===== src/rtl/acc_pkg.sv =====
// Shared constants and state type for the matrix accelerator core and its APB wrapper.
package acc_pkg;

  localparam int N      = 32;
  localparam int DATA_W = 8;
  localparam int ADDR_W = $clog2(N * N);
  localparam int ACC_W  = 2 * DATA_W + $clog2(N);

  typedef enum logic [1:0] {
    IDLE = 2'd0,
    RUN  = 2'd1,
    DONE = 2'd2
  } state_e;

endpackage


===== src/rtl/acc_matmul_core_if.sv =====
// Operand/result buffer ports and start/busy/done control between the wrapper and the core.
interface acc_matmul_core_if
  import acc_pkg::*;
#(
  parameter int N      = acc_pkg::N,
  parameter int DATA_W = acc_pkg::DATA_W
);

  localparam int ADDR_W = $clog2(N * N);

  logic              start;
  logic              busy;
  logic              done;
  logic [ADDR_W-1:0] a_raddr;
  logic [DATA_W-1:0] a_rdata;
  logic [ADDR_W-1:0] b_raddr;
  logic [DATA_W-1:0] b_rdata;
  logic              c_we;
  logic [ADDR_W-1:0] c_waddr;
  logic [DATA_W-1:0] c_wdata;

  // Wrapper side: owns the buffers and the start bit.
  modport master (
    output start, a_rdata, b_rdata,
    input  busy, done, a_raddr, b_raddr, c_we, c_waddr, c_wdata
  );

  // Core side.
  modport slave (
    input  start, a_rdata, b_rdata,
    output busy, done, a_raddr, b_raddr, c_we, c_waddr, c_wdata
  );

endinterface


===== src/rtl/acc_mac_unit.sv =====
// Registered unsigned multiply-accumulate with synchronous clear. The saturated
// output is taken from the value being loaded this cycle so the caller can
// register the final byte in the same edge that completes the sum.
module acc_mac_unit
  import acc_pkg::*;
#(
  parameter int DATA_W = acc_pkg::DATA_W,
  parameter int ACC_W  = acc_pkg::ACC_W
) (
  input  logic              clk,
  input  logic              rst_n,
  input  logic              clr,
  input  logic              en,
  input  logic [DATA_W-1:0] a,
  input  logic [DATA_W-1:0] b,
  output logic [DATA_W-1:0] sat_o
);

  localparam logic [ACC_W-1:0] SAT_MAX = ACC_W'((2 ** DATA_W) - 1);

  logic [ACC_W-1:0]    acc_q;
  logic [ACC_W-1:0]    acc_d;
  logic [2*DATA_W-1:0] prod_s;

  // Clamp an accumulator value to the element range.
  function automatic logic [DATA_W-1:0] sat_fn(input logic [ACC_W-1:0] v);
    if (v > SAT_MAX) begin
      return {DATA_W{1'b1}};
    end else begin
      return v[DATA_W-1:0];
    end
  endfunction

  // Next accumulator value: clear wins over accumulate.
  always_comb begin
    prod_s = {{DATA_W{1'b0}}, a} * {{DATA_W{1'b0}}, b};
    acc_d  = acc_q;
    if (clr) begin
      acc_d = {ACC_W{1'b0}};
    end else if (en) begin
      acc_d = acc_q + ACC_W'(prod_s);
    end else begin
      acc_d = acc_q;
    end
  end

  // Accumulator register.
  always_ff @(posedge clk or negedge rst_n) begin
    if (!rst_n) begin
      acc_q <= {ACC_W{1'b0}};
    end else begin
      acc_q <= acc_d;
    end
  end

  // Saturated view of the value being accumulated this cycle.
  always_comb begin
    sat_o = sat_fn(acc_d);
  end

endmodule


===== src/rtl/acc_matmul_core.sv =====
// Matrix multiply engine: C = A*B over N x N unsigned bytes, one operand pair per
// cycle through synchronous-read buffers, saturated result bytes written back.
module acc_matmul_core
  import acc_pkg::*;
#(
  parameter int N      = acc_pkg::N,
  parameter int DATA_W = acc_pkg::DATA_W
) (
  input logic              HCLK,
  input logic              HRESETn,
  acc_matmul_core_if.slave bus
);

  localparam int ADDR_W = $clog2(N * N);
  localparam int ACC_W  = 2 * DATA_W + $clog2(N);
  localparam int CNT_W  = $clog2(N);
  localparam int OFF_W  = $clog2(N + 2);

  // Offset landmarks inside one element's N+2 cycle slot.
  localparam logic [OFF_W-1:0] OFF_ZERO     = {OFF_W{1'b0}};
  localparam logic [OFF_W-1:0] OFF_ONE      = OFF_W'(1);
  localparam logic [OFF_W-1:0] OFF_LAST_PRE = OFF_W'(N - 2);  // last offset that prefetches k+1
  localparam logic [OFF_W-1:0] OFF_LAST_MAC = OFF_W'(N);
  localparam logic [OFF_W-1:0] OFF_WRITE    = OFF_W'(N + 1);
  localparam logic [CNT_W-1:0] CNT_ZERO     = {CNT_W{1'b0}};
  localparam logic [CNT_W-1:0] CNT_ONE      = CNT_W'(1);
  localparam logic [CNT_W-1:0] CNT_LAST     = CNT_W'(N - 1);

  state_e            state_q, state_d;
  logic [OFF_W-1:0]  off_q, off_d;
  logic [CNT_W-1:0]  i_q, i_d;
  logic [CNT_W-1:0]  j_q, j_d;
  logic              hist_q, hist_d;
  logic              busy_q, busy_d;
  logic              done_q, done_d;
  logic              c_we_q, c_we_d;
  logic [ADDR_W-1:0] c_waddr_q, c_waddr_d;
  logic [DATA_W-1:0] c_wdata_q, c_wdata_d;
  logic [ADDR_W-1:0] a_raddr_q, a_raddr_d;
  logic [ADDR_W-1:0] b_raddr_q, b_raddr_d;
  logic              mac_clr_s;
  logic              mac_en_s;
  logic [DATA_W-1:0] mac_sat_s;

  // Row-major byte address of (row, col).
  function automatic logic [ADDR_W-1:0] addr_of(input logic [CNT_W-1:0] row,
                                                 input logic [CNT_W-1:0] col);
    return ADDR_W'(row) * ADDR_W'(N) + ADDR_W'(col);
  endfunction

  acc_mac_unit #(
    .DATA_W (DATA_W),
    .ACC_W  (ACC_W)
  ) u_mac (
    .clk   (HCLK),
    .rst_n (HRESETn),
    .clr   (mac_clr_s),
    .en    (mac_en_s),
    .a     (bus.a_rdata),
    .b     (bus.b_rdata),
    .sat_o (mac_sat_s)
  );

  // Sequencer: start-edge detect, element/offset counters, address generation, write-back.
  always_comb begin
    state_d   = state_q;
    off_d     = off_q;
    i_d       = i_q;
    j_d       = j_q;
    hist_d    = hist_q;
    busy_d    = busy_q;
    done_d    = done_q;
    c_we_d    = 1'b0;
    c_waddr_d = c_waddr_q;
    c_wdata_d = c_wdata_q;
    a_raddr_d = a_raddr_q;
    b_raddr_d = b_raddr_q;
    mac_clr_s = 1'b0;
    mac_en_s  = 1'b0;
    case (state_q)
      IDLE: begin
        // History only tracks start while idle, so toggles during a run are invisible.
        hist_d = bus.start;
        if (bus.start && !hist_q) begin
          state_d   = RUN;
          off_d     = OFF_ZERO;
          i_d       = CNT_ZERO;
          j_d       = CNT_ZERO;
          busy_d    = 1'b1;
          done_d    = 1'b0;
          a_raddr_d = addr_of(CNT_ZERO, CNT_ZERO);
          b_raddr_d = addr_of(CNT_ZERO, CNT_ZERO);
        end else begin
          state_d = IDLE;
        end
      end
      RUN: begin
        mac_clr_s = (off_q == OFF_ZERO);
        mac_en_s  = (off_q >= OFF_ONE) && (off_q <= OFF_LAST_MAC);
        if (off_q == OFF_WRITE) begin
          off_d = OFF_ZERO;
          if (j_q == CNT_LAST) begin
            j_d = CNT_ZERO;
            if (i_q == CNT_LAST) begin
              i_d     = CNT_ZERO;
              state_d = DONE;
              busy_d  = 1'b0;
              done_d  = 1'b1;
            end else begin
              i_d = i_q + CNT_ONE;
            end
          end else begin
            j_d = j_q + CNT_ONE;
          end
          a_raddr_d = addr_of(i_d, CNT_ZERO);
          b_raddr_d = addr_of(CNT_ZERO, j_d);
        end else begin
          off_d = off_q + OFF_ONE;
          if (off_q == OFF_LAST_MAC) begin
            // Last product lands this edge: register the finished byte.
            c_we_d    = 1'b1;
            c_waddr_d = addr_of(i_q, j_q);
            c_wdata_d = mac_sat_s;
          end else if (off_q <= OFF_LAST_PRE) begin
            a_raddr_d = addr_of(i_q, CNT_W'(off_d));
            b_raddr_d = addr_of(CNT_W'(off_d), j_q);
          end else begin
            a_raddr_d = a_raddr_q;
          end
        end
      end
      DONE: begin
        state_d = IDLE;
      end
      default: begin
        state_d = IDLE;
        busy_d  = 1'b0;
      end
    endcase
  end

  // State and registered outputs.
  always_ff @(posedge HCLK or negedge HRESETn) begin
    if (!HRESETn) begin
      state_q   <= IDLE;
      off_q     <= OFF_ZERO;
      i_q       <= CNT_ZERO;
      j_q       <= CNT_ZERO;
      hist_q    <= 1'b0;
      busy_q    <= 1'b0;
      done_q    <= 1'b0;
      c_we_q    <= 1'b0;
      c_waddr_q <= {ADDR_W{1'b0}};
      c_wdata_q <= {DATA_W{1'b0}};
      a_raddr_q <= {ADDR_W{1'b0}};
      b_raddr_q <= {ADDR_W{1'b0}};
    end else begin
      state_q   <= state_d;
      off_q     <= off_d;
      i_q       <= i_d;
      j_q       <= j_d;
      hist_q    <= hist_d;
      busy_q    <= busy_d;
      done_q    <= done_d;
      c_we_q    <= c_we_d;
      c_waddr_q <= c_waddr_d;
      c_wdata_q <= c_wdata_d;
      a_raddr_q <= a_raddr_d;
      b_raddr_q <= b_raddr_d;
    end
  end

  assign bus.busy    = busy_q;
  assign bus.done    = done_q;
  assign bus.c_we    = c_we_q;
  assign bus.c_waddr = c_waddr_q;
  assign bus.c_wdata = c_wdata_q;
  assign bus.a_raddr = a_raddr_q;
  assign bus.b_raddr = b_raddr_q;

endmodule


===== src/flat_wrapper.sv =====
// flat-port wrapper written by rule: the top's interface ports become plain ports
module acc_matmul_core_flat import acc_pkg::*;
#(
  parameter int N      = acc_pkg::N,
  parameter int DATA_W = acc_pkg::DATA_W
)
  (HCLK, HRESETn, bus_start, bus_a_rdata, bus_b_rdata, bus_busy, bus_done, bus_a_raddr, bus_b_raddr, bus_c_we, bus_c_waddr, bus_c_wdata);
  acc_matmul_core_if #(.N(N), .DATA_W(DATA_W)) bus_i ();
  input logic HCLK;
  input logic HRESETn;
  input wire logic [$bits(bus_i.start)-1:0] bus_start;
  input wire logic [$bits(bus_i.a_rdata)-1:0] bus_a_rdata;
  input wire logic [$bits(bus_i.b_rdata)-1:0] bus_b_rdata;
  output wire logic [$bits(bus_i.busy)-1:0] bus_busy;
  output wire logic [$bits(bus_i.done)-1:0] bus_done;
  output wire logic [$bits(bus_i.a_raddr)-1:0] bus_a_raddr;
  output wire logic [$bits(bus_i.b_raddr)-1:0] bus_b_raddr;
  output wire logic [$bits(bus_i.c_we)-1:0] bus_c_we;
  output wire logic [$bits(bus_i.c_waddr)-1:0] bus_c_waddr;
  output wire logic [$bits(bus_i.c_wdata)-1:0] bus_c_wdata;
  assign bus_i.start = bus_start;
  assign bus_i.a_rdata = bus_a_rdata;
  assign bus_i.b_rdata = bus_b_rdata;
  assign bus_busy = bus_i.busy;
  assign bus_done = bus_i.done;
  assign bus_a_raddr = bus_i.a_raddr;
  assign bus_b_raddr = bus_i.b_raddr;
  assign bus_c_we = bus_i.c_we;
  assign bus_c_waddr = bus_i.c_waddr;
  assign bus_c_wdata = bus_i.c_wdata;
  acc_matmul_core #(.N(N), .DATA_W(DATA_W)) u_core (.HCLK(HCLK), .HRESETn(HRESETn), .bus(bus_i));
endmodule

===== config.mk =====
export PLATFORM = sky130hd
export DESIGN_NAME = acc_matmul_core_flat
export DESIGN_NICKNAME = d
export VERILOG_FILES = /design/src/rtl/acc_pkg.sv /design/src/rtl/acc_matmul_core_if.sv /design/src/rtl/acc_mac_unit.sv /design/src/rtl/acc_matmul_core.sv /design/src/flat_wrapper.sv
export SDC_FILE = /design/constraint.sdc
export NUM_CORES = 1
export LEC_CHECK = 0
export BUFFER_PORTS_ARGS = -buffer_cell sky130_fd_sc_hd__buf_2
export CORE_ASPECT_RATIO = 1.75
export CORE_MARGIN = 2
export CORE_UTILIZATION = 62
export CTS_BUF_LIST = sky130_fd_sc_hd__clkbuf_4
export CTS_CLUSTER_DIAMETER = 120
export CTS_CLUSTER_SIZE = 20
export DETAILED_ROUTE_END_ITERATION = 12
export PLACE_DENSITY = 0.83
export SLEW_MARGIN = 20
export SYNTH_ARGS = -nofsm -noshare
export SYNTH_HDL_FRONTEND = slang
export SYNTH_SLANG_ARGS = --single-unit

===== constraint.sdc =====
create_clock -name HCLK -period 5.3 [get_ports HCLK]
set_input_delay 0.795 -clock HCLK [delete_from_list [all_inputs] [get_ports HCLK]]
set_output_delay 0.795 -clock HCLK [all_outputs]
set_load 0.1 [all_outputs]

==> run summary <==
For this run, the top clock speed supported by timing is 190 MHz. Row generation in the floorplan step produced 49 rows. The worst register-to-register path begins at u_core.u_mac.acc_q[7]. For the worst flop-to-flop path, the logic depth is 18.

The number of placed instances, taps included, is 940. The first global-routing pass estimated 27700 um of wire. Setup violations remaining at the end of the flow were counted as 0. Proportion of synthesized chip area in sequential cells: 29.6%.

The cell type with the largest total area after synthesis is sky130_fd_sc_hd__dfrtp_1. Detailed placement ended at an HPWL of 13100 um. The total count of max-transition violations in the final report is 0, and the detailed route wirelength on metal3 is 507 um. For this block, the via count after detailed routing is 5558. The post-synthesis to final-layout area growth came out at 19.0%. The post-synthesis mux area share is 1.29%.

The number of nets handed over by synthesis was 846. The normalized max-slew margin came out at 31.2%. The logs give 6420 um2 for the synthesized area and 2 for the maximum buffer depth of the clock tree. Across the run, the number of max-cap violations was 0. The antenna diode instance count came out at 0. Setup repair after global routing could not meet its margin everywhere. The peak supply drop came out at 435 uV. The H-tree generated during clock tree synthesis spans 3 levels. A synthesized cell averages 8.83 um2.

The root cell of the clock tree was sky130_fd_sc_hd__clkbuf_4. Synthesis produced a netlist whose cell count is 728. The run gives 450 ps as the clock latency on the worst-skew pair. The DRC violation total after the first TritonRoute iteration was 288; the total of warnings raised by yosys was 0. The setup slack of the worst register-to-register path is 170 ps, and the XOR/XNOR share of the synthesized area is 1.50%. The pre-antenna-repair detailed-routing pass consisted of 5 iterations. Once the floorplan was initialized, standard cells occupied 63.1% of the core. The mean routed wirelength per cell works out to 17.4 um. The sum of overflow across all layers after global routing is 0, and the maximum fanout along the worst path is 8. Entering global routing, the biggest net connects 77 pins. STA puts the critical path data required time at 5650 ps. For this run, the number of standard cells in the final layout without fillers is 959. The library cells used most frequently in the layout, excluding fill and tap cells, are 118 x sky130_fd_sc_hd__nand2_1, 103 x sky130_fd_sc_hd__inv_1, 76 x sky130_fd_sc_hd__dfrtp_1. The detailed router put a total of 5650 um of wire on met1. Initial antenna violation count: 0. Ranked by total cell area, the synthesized netlist is headed by sky130_fd_sc_hd__dfrtp_1 30%, sky130_fd_sc_hd__fa_1 16%, sky130_fd_sc_hd__ha_1 9.5%.

The tools report the total length of routed met2 wires as 9800 um. For the number of hold buffers added after CTS, the log shows 0. STA classifies the critical path startpoint as a primary input. Of the post-synthesis cell area, the dominant cell type holds 29.6%. The via count of the first global-routing pass was 6004. The filler cells instantiated in the layout total 740.

The number of routed nets with antenna violations was 0. The floorplan step set the die width to 81.0 um. TritonCTS built the clock tree. The worst hold path belongs to the class in -> async. Between clock sinks in the finished design, the worst skew comes to 16.2 ps. Dominant combinational cell family by area after synthesis: adder cells. Highest metal layer with signal wires: met4. The simple-gate share of the synthesized area works out to 19.6%. In this run, distinct cell masters in the synthesized netlist total 58. STA puts the critical path data arrival time at 5610 ps. The number of failing hold endpoints at the final stage came out at 0.

The endpoint identified for the worst register-to-register timing path is u_core.bus.c_wdata[6]. The transition time of the tightest slew-check pin came out at 1020 ps. The leading cell type in the layout, fill and taps excluded is sky130_fd_sc_hd__nand2_1. In the finished design, the share of the clock period the worst path needs comes to 99.2%. The total leakage power is 3.89 nW. After synthesis the netlist holds a flip-flop and latch count of 76. In this run the power density over the cells is 759 nW/um2.

After detailed routing, the number of remaining DRC violations is 0. Routability-driven placement finished with a final weighted congestion of 0.937. For the finished layout, the period the worst path requires is 5260 ps.

In this run the vertical extent of the chip is 139 um. Counting flops with an async set or reset pin after synthesis yields a share of 100%. Number of buffer cells added on primary ports: 59. The tools report the element type at the critical path end as a flip-flop.

By startpoint and endpoint, the worst setup path is classified as in -> reg. The final layout contains 945 nets. The number of enable flip-flop cells after synthesis is 0.

The run finished with clean final reports. The post-synthesis compound-gate area fraction works out to 14.5%. The area share of fa/ha/maj cells after synthesis is 25.1%. In this run the count of I/O pins placed on the die edge is 60. The die covers 11200 um2. Of the cells placed in the final design, the portion with a size suffix greater than 1 is 23.4%.

The TritonCTS buffer count is 9. Among all flip-flop cells after synthesis, the most frequent one is sky130_fd_sc_hd__dfrtp_1. Using the TritonRoute via totals, the vias-per-cell ratio works out to 5.80. For this run, the total global-route usage over all layers was measured as 31.8%.

The routed design has 16700 um of wire. Counting every sink on the clock net gives 76. For this run, the share of the core covered by cells in the final layout is 75.2%. After clock tree synthesis, the clock-pin slew on the worst setup and hold paths is 130 ps. The area of the core region was 10200 um2.
per-layer routing:
| metal | global-route usage (%) | vias up |
|---|---|---|
| met4 | 18.4 | 0 |
| met2 | 58.9 | 156 |
| li1 | - | 2597 |
| met5 | 0 | - |
| met3 | 5.60 | 55 |
| met1 | 31.8 | 2750 |
kinds of logic (layout without fill, tap and decap cells):
kind of cell	count (synthesis)	in the layout
and+or+nand+nor	259	259
xor gates and xnor gates	11	11
muxes	8	8
adders and majority gates	99	99
DFF	76	76
AOI/OAI and AO/OA	138	138
buffers and inverters	137	241
final cells by class:
type	count	area (um2)	share of cell area (%)
Clock inverter	7	51.3	0.671
Timing Repair Buffer	118	791	10.3
Inverter	107	402	5.25
Sequential cell	76	1900	24.9
Multi-Input combinational cell	515	4280	55.9
Tap cell	127	159	2.08
Clock buffer	9	67.6	0.883
through the flow:
stage | setup WS, ps | hold WS, ps | area (um2) | total power [W] | setup TNS [ps]
after global placement | -504 | 457 | 7230 | 0.00474 | -4080
final | 44.3 | 455 | 7650 | 0.00580 | 0
after floorplan | 7.15 | 450 | 6510 | 0.00335 | 0
after global routing | -109 | 513 | 7650 | 0.00627 | -737
after detailed placement | -681 | 457 | 7230 | 0.00490 | -5750
after CTS | 19.6 | 490 | 7490 | 0.00555 | 0
cell usage after synthesis, drive strengths merged, types with 11 or more instances:
cell type  instances
a21o              11
ha                49
and3              13
fa                50
clkbuf            23
nand3             14
inv              107
nor3              12
o21ai             35
nand2            127
dfrtp             76
nor2              25
and2              41
a21oi             32
o31ai             12
worst max-delay path: stages:
cell	delay, ps
sky130_fd_sc_hd__buf_4	140
sky130_fd_sc_hd__and2_1	180
sky130_fd_sc_hd__fa_1	520
sky130_fd_sc_hd__fa_1	570
sky130_fd_sc_hd__inv_1	50
sky130_fd_sc_hd__fa_1	470
sky130_fd_sc_hd__fa_1	420
sky130_fd_sc_hd__inv_1	110
sky130_fd_sc_hd__ha_4	220
sky130_fd_sc_hd__buf_4	150
sky130_fd_sc_hd__nand2_1	100
sky130_fd_sc_hd__o21ai_2	70
sky130_fd_sc_hd__or2_2	290
sky130_fd_sc_hd__o211ai_1	290
sky130_fd_sc_hd__a41oi_2	180
sky130_fd_sc_hd__a2111oi_4	390
sky130_fd_sc_hd__o2111ai_4	250
sky130_fd_sc_hd__o32a_1	400
state kept, by name, summed over array words and instances (netlist names):
signal / cells
u_core.bus.a_raddr: 6
u_core.bus.b_raddr: 9
u_core.bus.busy: 1
u_core.bus.c_waddr: 10
u_core.bus.c_wdata: 8
u_core.bus.c_we: 1
u_core.bus.done: 1
u_core.hist_q: 1
u_core.i_q: 5
u_core.j_q: 5
u_core.off_q: 6
u_core.state_q: 2
u_core.u_mac.acc_q: 21
worst max path at each step:
stage	start	endpoint	depth (start not counted)
6_report	bus_a_rdata[4]	u_core.bus.c_wdata[6]	18
5_1_grt	bus_a_rdata[4]	u_core.bus.c_wdata[6]	18
4_1_cts	bus_b_rdata[7]	u_core.bus.c_wdata[6]	17
3_5_place_dp	bus_b_rdata[7]	u_core.bus.c_wdata[6]	19
3_3_place_gp	bus_a_rdata[4]	u_core.bus.c_wdata[0]	17
2_1_floorplan	bus_a_rdata[4]	u_core.bus.c_wdata[0]	17
power breakdown:
group / internal, W / switching, W
clock: 0.0000973 / 0.000221
sequential: 0.000697 / 0.0000506
combinational: 0.00229 / 0.00245
total: 0.00308 / 0.00272
timing repair:
action                                  CTS  global route
setup buffers                             3             1
resized for setup                        22            50
endpoints found under the hold margin     0             0
gates cloned                              0             0
endpoints found under the setup margin    8             8
pin swaps                                12            39
Note: power is estimated with default switching activity, not from simulation.
